$ cat src/rtl/ro_meter_pkg.sv
// Shared types and default sizing for the ring-oscillator frequency meter.
// Contents:
//   state_e         measurement FSM states
//   *Default        default parameter values used by ro_freq_meter / ro_edge_sync
package ro_meter_pkg;

  localparam int unsigned WinWDefault       = 16;
  localparam int unsigned CntWDefault       = 16;
  localparam int unsigned SettleCycDefault  = 64;
  localparam int unsigned SyncStagesDefault = 2;

  typedef enum logic [1:0] {
    StIdle,
    StSettle,
    StMeasure,
    StHold
  } state_e;

endpackage

$ cat src/rtl/ro_edge_sync.sv
// Synchroniser plus rising-edge detector for the divided oscillator clock.
// Ports:
//   clk      system clock
//   rst_n    synchronous active-low reset
//   async_i  divided oscillator clock, asynchronous to clk
//   edge_o   one-cycle pulse per synchronised rising edge
module ro_edge_sync
  import ro_meter_pkg::*;
#(
  parameter int unsigned SYNC_STAGES = SyncStagesDefault
) (
  input  logic clk,
  input  logic rst_n,
  input  logic async_i,
  output logic edge_o
);

  logic [SYNC_STAGES-1:0] sync_q;
  logic                   dly_q;

  always_ff @(posedge clk) begin
    if (!rst_n) begin
      sync_q <= '0;
      dly_q  <= 1'b0;
    end else begin
      sync_q <= {sync_q[SYNC_STAGES-2:0], async_i};
      dly_q  <= sync_q[SYNC_STAGES-1];
    end
  end

  assign edge_o = sync_q[SYNC_STAGES-1] & ~dly_q;

endmodule

$ cat src/rtl/ro_freq_meter.sv
// Ring-oscillator frequency meter: enables the oscillator, waits a settle
// interval, counts rising edges of its divided clock over a programmable
// window of clk cycles, and returns the count through a valid/ready handshake.
// Optional build macro: RO_FREQ_MINMAX_EN adds running min/max statistics.
// Ports:
//   clk, rst_n        system clock, synchronous active-low reset
//   start_i, window_i measurement request and window length (IDLE only)
//   ro_div_i          divided oscillator clock (asynchronous)
//   ro_start_o        oscillator enable (SETTLE and MEASURE)
//   busy_o            high outside IDLE
//   res_valid_o       result held in HOLD until res_ready_i
//   count_o           rising edges counted in the window (saturating)
//   overflow_o        count saturated during the last measurement
//   stats_clr_i       (RO_FREQ_MINMAX_EN) restore min/max to reset values
//   min_o, max_o      (RO_FREQ_MINMAX_EN) smallest/largest result seen
module ro_freq_meter
  import ro_meter_pkg::*;
#(
  parameter int unsigned WIN_W       = WinWDefault,
  parameter int unsigned CNT_W       = CntWDefault,
  parameter int unsigned SETTLE_CYC  = SettleCycDefault,
  parameter int unsigned SYNC_STAGES = SyncStagesDefault
) (
  input  logic             clk,
  input  logic             rst_n,
  input  logic             start_i,
  input  logic [WIN_W-1:0] window_i,
  input  logic             ro_div_i,
  output logic             ro_start_o,
  output logic             busy_o,
  output logic             res_valid_o,
  input  logic             res_ready_i,
  output logic [CNT_W-1:0] count_o,
`ifdef RO_FREQ_MINMAX_EN
  input  logic             stats_clr_i,
  output logic [CNT_W-1:0] min_o,
  output logic [CNT_W-1:0] max_o,
`endif
  output logic             overflow_o
);

  localparam int unsigned SetW = (SETTLE_CYC > 1) ? $clog2(SETTLE_CYC) : 1;
  localparam logic [SetW-1:0] SettleLoad = SetW'(SETTLE_CYC - 1);

  state_e           state_q, state_d;
  logic [SetW-1:0]  settle_q, settle_d;
  logic [WIN_W-1:0] win_q, win_d;
  logic [CNT_W-1:0] count_q, count_d;
  logic             ovf_q, ovf_d;
  logic             edge_pulse;

  ro_edge_sync #(
    .SYNC_STAGES(SYNC_STAGES)
  ) u_edge_sync (
    .clk    (clk),
    .rst_n  (rst_n),
    .async_i(ro_div_i),
    .edge_o (edge_pulse)
  );

  always_comb begin
    state_d  = state_q;
    settle_d = settle_q;
    win_d    = win_q;
    count_d  = count_q;
    ovf_d    = ovf_q;
    unique case (state_q)
      StIdle: begin
        if (start_i && (window_i != '0)) begin
          state_d  = StSettle;
          settle_d = SettleLoad;
          win_d    = window_i;
          count_d  = '0;
          ovf_d    = 1'b0;
        end
      end
      StSettle: begin
        if (settle_q == '0) begin
          state_d = StMeasure;
        end else begin
          settle_d = settle_q - 1'b1;
        end
      end
      StMeasure: begin
        if (edge_pulse) begin
          // Saturate rather than wrap; overflow flags the lost edge.
          if (&count_q) begin
            ovf_d = 1'b1;
          end else begin
            count_d = count_q + 1'b1;
          end
        end
        win_d = win_q - 1'b1;
        if (win_q == WIN_W'(1)) begin
          state_d = StHold;
        end
      end
      StHold: begin
        if (res_ready_i) begin
          state_d = StIdle;
        end
      end
      default: state_d = StIdle;
    endcase
  end

  always_ff @(posedge clk) begin
    if (!rst_n) begin
      state_q  <= StIdle;
      settle_q <= '0;
      win_q    <= '0;
      count_q  <= '0;
      ovf_q    <= 1'b0;
    end else begin
      state_q  <= state_d;
      settle_q <= settle_d;
      win_q    <= win_d;
      count_q  <= count_d;
      ovf_q    <= ovf_d;
    end
  end

  assign ro_start_o  = (state_q == StSettle) || (state_q == StMeasure);
  assign busy_o      = (state_q != StIdle);
  assign res_valid_o = (state_q == StHold);
  assign count_o     = count_q;
  assign overflow_o  = ovf_q;

`ifdef RO_FREQ_MINMAX_EN
  logic             enter_hold;
  logic [CNT_W-1:0] min_q, max_q;

  assign enter_hold = (state_q == StMeasure) && (state_d == StHold);

  // count_d is the final count, including an edge in the last window cycle.
  always_ff @(posedge clk) begin
    if (!rst_n || stats_clr_i) begin
      min_q <= '1;
      max_q <= '0;
    end else if (enter_hold) begin
      if (count_d < min_q) min_q <= count_d;
      if (count_d > max_q) max_q <= count_d;
    end
  end

  assign min_o = min_q;
  assign max_o = max_q;
`endif

endmodule

$ cat config.mk
export PLATFORM = sky130hd
export DESIGN_NAME = ro_freq_meter
export DESIGN_NICKNAME = d
export VERILOG_FILES = /design/src/rtl/ro_meter_pkg.sv /design/src/rtl/ro_edge_sync.sv /design/src/rtl/ro_freq_meter.sv
export SDC_FILE = /design/constraint.sdc
export NUM_CORES = 1
export LEC_CHECK = 0
export BUFFER_PORTS_ARGS = -buffer_cell sky130_fd_sc_hd__buf_2
export CAP_MARGIN = 10
export CORE_MARGIN = 3
export CORE_UTILIZATION = 40
export CTS_CLUSTER_SIZE = 16
export DETAILED_ROUTE_END_ITERATION = 7
export GPL_ROUTABILITY_DRIVEN = 0
export PLACE_DENSITY_LB_ADDON = 0.2
export SETUP_SLACK_MARGIN = 0.5
export SYNTH_ARGS = -nofsm -noshare
export SYNTH_HDL_FRONTEND = slang
export SYNTH_HIERARCHICAL = 1
export SYNTH_SLANG_ARGS = --single-unit
$ cat constraint.sdc
create_clock -name clk -period 2.5 [get_ports clk]
set_input_delay 0.5 -clock clk [delete_from_list [all_inputs] [get_ports clk]]
set_output_delay 0.5 -clock clk [all_outputs]
set_load 0.02 [all_outputs]
### Yosys cells after proc, flatten, opt, wreduce, memory -nomap -nowiden

Cells that the tools add are included.

| cells by class | value |
|---|---|
| add/subtract/negate cells | 3 |
| equality and inequality tests | 12 |
| mux-type cells | 18 |
| bitwise logic cells | 2 |
| reduce and logical (&&, ||, !) cells | 14 |

Operators with widths:

| operator | count |
|---|---|
| 2-to-1 mux 16 bit | 4 |
| one-hot mux 16 bit (2 select lines) | 2 |
| adder 16 x 1 -> 16 bit, second input constant | 1 |
| equality test 16 x 1 -> 1 bit, second input constant | 1 |
| AND reduction 16 bit | 1 |
| nonzero test 16 bit | 1 |
| subtractor 16 x 1 -> 16 bit, second input constant | 1 |
| != test 2 bit, second input constant | 7 |
| 2-to-1 mux 6 bit | 2 |
| one-hot mux 6 bit (2 select lines) | 1 |
| AND reduction 4 bit | 3 |
| 2-to-1 mux 2 bit | 4 |
| one-hot mux 2 bit (4 select lines) | 1 |
| logical NOT 6 bit | 1 |
| nonzero test 2 bit | 3 |
| subtractor 6 x 1 -> 6 bit, second input constant | 1 |
| equality test 2 bit, second input constant | 2 |
| 2-to-1 mux 1 bit | 3 |
| AND reduction 3 bit | 1 |
| equality test 2 x 1 -> 1 bit, second input constant | 1 |
| logical NOT 2 bit | 1 |
| != test 2 x 1 -> 1 bit, second input constant | 1 |
| one-hot mux 1 bit (2 select lines) | 1 |
| AND reduction 2 bit | 1 |
| other kinds (4) | 4 |

| storage, ports and cells | value |
|---|---|
| register bits | 44 |
| bits of input ports | 21 |
| output and inout bits | 20 |
| logic and storage cells | 56 |

### Longest topological paths before layout

Gate-level depths: netlist of run 1.

| logic depth | value |
|---|---|
| word-level depth | 4 |
| depth in mapped cells | 9 |
| gate-level depth less buffers | 7 |

### Hierarchy

Netlist of run 1, hierarchy kept.

Modules (own cells, without submodules):

| module | times used | cells each | area each (um2) |
|---|---|---|---|
| ro_freq_meter | 1 | 328 | 2702.6 |
| ro_edge_sync | 1 | 7 | 92.6 |

### Worst setup path after synthesis of run 1

OpenSTA, ideal clock, no wires.

| timing path | value |
|---|---|
| path type | input to register |
| from | input port window_i[14] |
| to | register win_q[15] |
| data arrival time | 2.216 ns |
| required time | 2.364 ns |
| slack | 0.148 ns |
| cell stages on the path | 7 |
| path buffers | 2 |
| path through | or4_4 > o41a_4 > a21oi_4 > buf_6 > buf_12 > a21o_1 > a21oi_2 |

| on the way | value |
|---|---|
| word-level cells in the longest chain between the ends | 4 |

Ends and longest elaborated chain:

| what | RTL line | RTL |
|---|---|---|
| start: declaration | ro_freq_meter.sv:27 | `input logic [WIN_W-1:0] window_i,` |
| nonzero test 16 bit | ro_freq_meter.sv:69 | `if (start_i && (window_i != '0)) begin` |
| logical AND 1 bit | ro_freq_meter.sv:69 |  |
| != test 2 bit (no source line) | - |  |
| AND reduction 2 bit (no source line) | - |  |
| end signal: assignment | ro_freq_meter.sv:117 | `win_q <= win_d;` |
| end: declaration | ro_freq_meter.sv:47 | `logic [WIN_W-1:0] win_q, win_d;` |

Every way passes these cells.
A chain may end at the register's enable or synchronous reset.

### Worst setup path in the final report of run 1

| timing path | value |
|---|---|
| from | input port window_i[7] |
| to | register win_q[8] |

The elaborated chain is that of the path after synthesis.

==> reports/qor.txt, run 1 <==
DR DRC count - 0
clock skew - 0.00829 ns
Core ar. - 6570 um^2
Power Total - 3800 uW
TritonCTS buffer count - 5
YS warnings - 6
Synthesized Nets - 366
Seq pwr share - 26.9%
RSZ-0062 raised after global routing - true
R2R Setup Slk - 0.47 ns
ant diodes - 0
DRT Pass-1 Iters - 4
Max Root-Sink Buffers - 2
grt total ovfl - 0
Tightest Pin Transition - 0.676 ns
# setup viols final - 0
CTS tree - built
I/O pin count - 41
hold slack - 0.413 ns
leading area contributor after synthesis - dfxtp_1
flops & latches, synth - 44
setup slack at placement - -0.0622 ns
crit start category - input pin
first-pass GRT wire length - 12300 um
Detailed Route Iter0 Violations - 202
cell with the most instances after synthesis - dfxtp_1
Clock power frac - 11.4%
Slew Viols, Final - 0
Period minus WS final - 2.17 ns
Hold/Removal Path Class - in2reg
Port-buffer cells - 40
row count - 29
vias in the first global route - 2658
prevailing post-synth register cell - dfxtp_1
Final WS setup - 0.327 ns
Antenna Violating Nets Remaining - 0
layout cell share with drive strength beyond 1 - 36.3%
Die Width - 89.6 um
DR vias/cell - 5.81
initial core utilization - 42.6%
Int Power - 2060 uW
initial antenna violation count - 0
CTS Root Cell - clkbuf_8
Final period util - 86.9%
Max-Cap Viols - 0
Total Nets Final - 431
Syn Area/Cell - 8.34 um^2
Fmax achieved - 0.460 GHz
asr flop ratio synth - 0%
final hold vios - 0
final wirelength - 7920 um
die area - 8030 um^2
Area Overhead vs Synth - 32.1%
crit path max fanout - 11
utilization after layout - 56.2%
pwr/cell area - 1030 nW/um^2
Hold Buf Count CTS - 0
# clock sinks - 44
Post-Syn Instances - 335
number of synthesized flops with an enable pin - 0
worst skew pair latency - 0.30 ns
leakage - 0.00138 uW
DR WL/cell - 16.1 um
Arrival @ worst endpoint - 2.40 ns
total via count in the routed design - 2864
Worst-path clk slew - 0.08 ns
crit path kind - in2reg
Synth area leaders - dfxtp_1, a21oi_1, ha_1, o31ai_1, or4_1
most common library cells after synthesis - dfxtp_1, a21oi_1, nand2_1, nor2_1
crit path capture type - flop
outcome - finished clean
CTS H-Tree Depth - 2
Yosys cell types - 63
Synth top area share - 31.5%
Seq/Total Area, Yosys - 31.5%
maximum number of pins on one net before global-route repair - 25
sw frac - 45.8%
Crit path required time - 2.73 ns
Slew Limit Headroom - 54.9%
switching power - 1740 uW
maximum VDD drop - 692 uV
combinational share of power - 61.8%
All-Layer GR Usage - 19.5%
Detail Placement HPWL - 5500 um
die height - 89.6 um
Mapped Area - 2800 um^2
-- final timing paths --
path                                       startpoint               endpoint  cells after the start
worst max-delay path                      window_i[7]               win_q[8]                      8
worst min-delay path                         ro_div_i  u_edge_sync/sync_q[0]                      2
worst max register to register             count_o[3]            count_o[14]                      5
worst min register to register  u_edge_sync/sync_q[0]  u_edge_sync/sync_q[1]                      1
-- routing by layer --
| metal | track usage (%) | vias to the layer above | share of wire (%) |
|---|---|---|---|
| met3 | 3.10 | 7 | 3.6 |
| li1 | - | 1422 | - |
| met1 | 25.1 | 1373 | 46 |
| met4 | 4.87 | 0 | 0.91 |
| met5 | 0 | - | 0 |
| met2 | 33.9 | 62 | 49 |
-- power by group through the flow --
stage	clock (uW)	sequential (uW)	combinational, uW
after floorplan	0	975	1440
after detailed placement	0	1010	1850
final	431	1020	2340
after CTS	450	1000	2050
after global routing	473	1040	2560
after global placement	0	1010	1820
-- cell type report --
| cell class | instances | area (um^2) |
|---|---|---|
| fill | 617 | 2880 |
| tap | 93 | 116 |
| clock buffer | 6 | 72.6 |
| inverter | 14 | 60.1 |
| clock inverter | 1 | 5.00 |
| sequential | 44 | 882 |
| timing repair buffer | 77 | 586 |
| multi-input combinational | 258 | 1970 |
-- through the flow --
step                      instances  setup TNS (ns)  instance area [um^2]
after CTS                       484               0                  3480
final                           493               0                  3690
after floorplan                 335               0                  2870
after detailed placement        473          -0.297                  3250
after global routing            493               0                  3690
after global placement          473          -0.104                  3250
-- critical path, cell delays in order --
cell and delay [ns]:
buf_6 0.09, or4_4 0.54, o41a_4 0.56, a21oi_4 0.22, buf_6 0.15, clkbuf_16 0.16
a21oi_1 0.05, o22ai_1 0.13
-- cells by family after synthesis --
kind of cell,synth area share [%]
and+or+nand+nor,27.4
buffers and inverters,6.18
DFF,31.5
AOI/OAI and AO/OA,28.3
muxes,1.84
xor gates and xnor gates,0.313
adders and majority gates,4.48
-- registers in the layout, indices dropped and copies added (netlist names) --
register / count
win_q: 16
u_edge_sync/dly_q: 1
state_q: 2
settle_q: 6
u_edge_sync/sync_q: 2
count_o: 16
overflow_o: 1
-- layout by cell type (no fill, tap or decap), drive strengths merged, types with 3 or more instances in the layout --
cell type / count
nor2: 23
a21oi: 35
o211ai: 3
o32ai: 4
o31ai: 12
clkbuf: 8
or4: 14
nand4: 13
and2: 5
nor3: 9
buf: 75
a211oi: 8
nand2b: 3
nand3: 14
nand2: 24
dfxtp: 44
a31oi: 6
o21ai: 17
mux2i: 4
and4: 6
nor4: 4
inv: 12
ha: 10
nor2b: 4
and3: 6
-- timing repair --
item,4_1_cts,5_1_grt
gates resized for setup,27,28
cloned,0,3
pin swaps,11,9
setup endpoints to repair,42,41
buffers inserted,4,6
No activity file was read; power rests on OpenSTA's default activity.
==> run 2: changes to the inputs <==
- BUFFER_PORTS_ARGS: -buffer_cell sky130_fd_sc_hd__buf_2 -> -buffer_cell sky130_fd_sc_hd__buf_4
- clock period: 2.5 -> 2.6 ns (I/O delays scaled with it)
==> reports/qor.txt, run 2 (same netlist as run 1, synthesis figures left out) <==
CTS tree - built
final wirelength - 7760 um
outcome - finished clean
sink of the worst hold path - u_edge_sync/sync_q[1]
Die Width - 89.6 um
DR DRC count - 0
# setup viols final - 0
Core ar. - 6570 um^2
Max Root-Sink Buffers - 2
CTS Root Cell - clkbuf_8
Fmax achieved - 0.452 GHz
Slew Viols, Final - 0
final hold vios - 0
utilization after layout - 56.1%
reg-to-reg startpoint - state_q[0]
initial antenna violation count - 0
Slew Limit Headroom - 61.2%
Hold Path Stages - 1
Final WS setup - 0.389 ns
Crit path required time - 2.81 ns
Area Overhead vs Synth - 31.9%
crit start category - input pin
total via count in the routed design - 2822
Cell Area, Placed - 3320 um^2
# clock sinks - 44
worst skew pair latency - 0.29 ns
Tightest Pin Transition - 0.582 ns
I/O pin count - 41
row count - 29
Port-buffer cells - 40
Final period util - 85.0%
DP Cell Count - 467
R2R cell count - 8
Detail Placement HPWL - 5510 um
vias in the first global route - 2669
grt total ovfl - 0
Period minus WS final - 2.21 ns
Hold Buf Count CTS - 0
hold path startpoint - u_edge_sync/sync_q[0]
leakage - 0.00136 uW
FF-to-FF End - count_o[14]
leading cell type in the layout, fill and taps excluded - buf_4
area of the multi-input gates - 1950 um^2
Detailed Route Iter0 Violations - 208
maximum number of pins on one net before global-route repair - 26
crit path max fanout - 25
crit path kind - in2reg
RSZ-0062 raised after global routing - true
pwr/cell area - 983 nW/um^2
crit path capture type - flop
Arrival @ worst endpoint - 2.43 ns
first-pass GRT wire length - 12600 um
DRT Pass-1 Iters - 6
final cell count without fillers - 483
All-Layer GR Usage - 19.6%
maximum VDD drop - 710 uV
Worst-path clk slew - 0.08 ns
setup TNS - 0 ns
fillers - 577
Storage cell area - 881 um^2
ant diodes - 0
DR WL/cell - 16.1 um
layout cell share with drive strength beyond 1 - 33.3%
final instance area - 3690 um^2
setup slack at placement - 0.0769 ns
Total Nets Final - 420
die area - 8030 um^2
clock skew - 0.00772 ns
CTS H-Tree Depth - 2
Antenna Violating Nets Remaining - 0
most frequent cells in the layout - buf_4, dfxtp_1, nor2_1, nand2_1, a21oi_1
Max-Cap Viols - 0
Hold/Removal Path Class - reg2reg
initial core utilization - 42.6%
R2R Setup Slk - 0.56 ns
die height - 89.6 um
DR vias/cell - 5.84
TritonCTS buffer count - 5
[run 2: per-layer routing]
metal | share of wire (%) | track usage (%) | vias to the layer above
li1 | - | - | 1390
met1 | 46 | 26.3 | 1384
met2 | 49 | 32.4 | 43
met3 | 3.9 | 3.74 | 5
met4 | 0.62 | 4.60 | 0
met5 | 0 | 0 | -
[run 2: report_power, final]
part           leakage, uW  total [uW]  internal [uW]  switching [uW]
Combinational     0.000937        2080            871            1210
Sequential        0.000360         968            812             156
Clock            0.0000645         580            339             241
[run 2: through the flow]
stage / hold WS [ns] / total power [uW]
5_1_grt: 0.444 / 3890
4_1_cts: 0.431 / 3430
3_3_place_gp: 0.416 / 2750
2_1_floorplan: 0.406 / 2320
6_report: 0.436 / 3620
3_5_place_dp: 0.424 / 2770
[run 2: how the worst max path moves through the flow]
stage	start	end	slack, ns	cells past startpoint
after global routing	window_i[7]	count_o[5]	0.34	7
after global placement	window_i[3]	overflow_o	0.09	7
after floorplan	window_i[14]	win_q[15]	0.25	7
after detailed placement	window_i[3]	overflow_o	0.08	7
final	window_i[7]	count_o[5]	0.39	7
after CTS	window_i[3]	count_o[5]	0.40	7
[run 2: repair_timing]
item	CTS	global route
resized for setup	12	28
cloned	0	0
hold endpoints to repair	0	0
pin swaps	2	9
setup endpoints to repair	36	40
setup buffers	2	6
[run 2: worst max-delay path: stages]
cell      delay (ns)
buf_6           0.09
or4_4           0.54
o41a_4          0.56
a21oi_4         0.22
buf_12          0.19
nor2_1          0.09
a211oi_2        0.21
[run 2: layout make-up]
class                           count  share of cell area (%)
Timing Repair Buffer               67                    15.2
Inverter                           14                    1.43
Clock inverter                      1                   0.815
Clock buffer                        7                    2.61
Sequential cell                    44                    23.9
Tap cell                           93                    3.16
Multi-Input combinational cell    257                    52.9
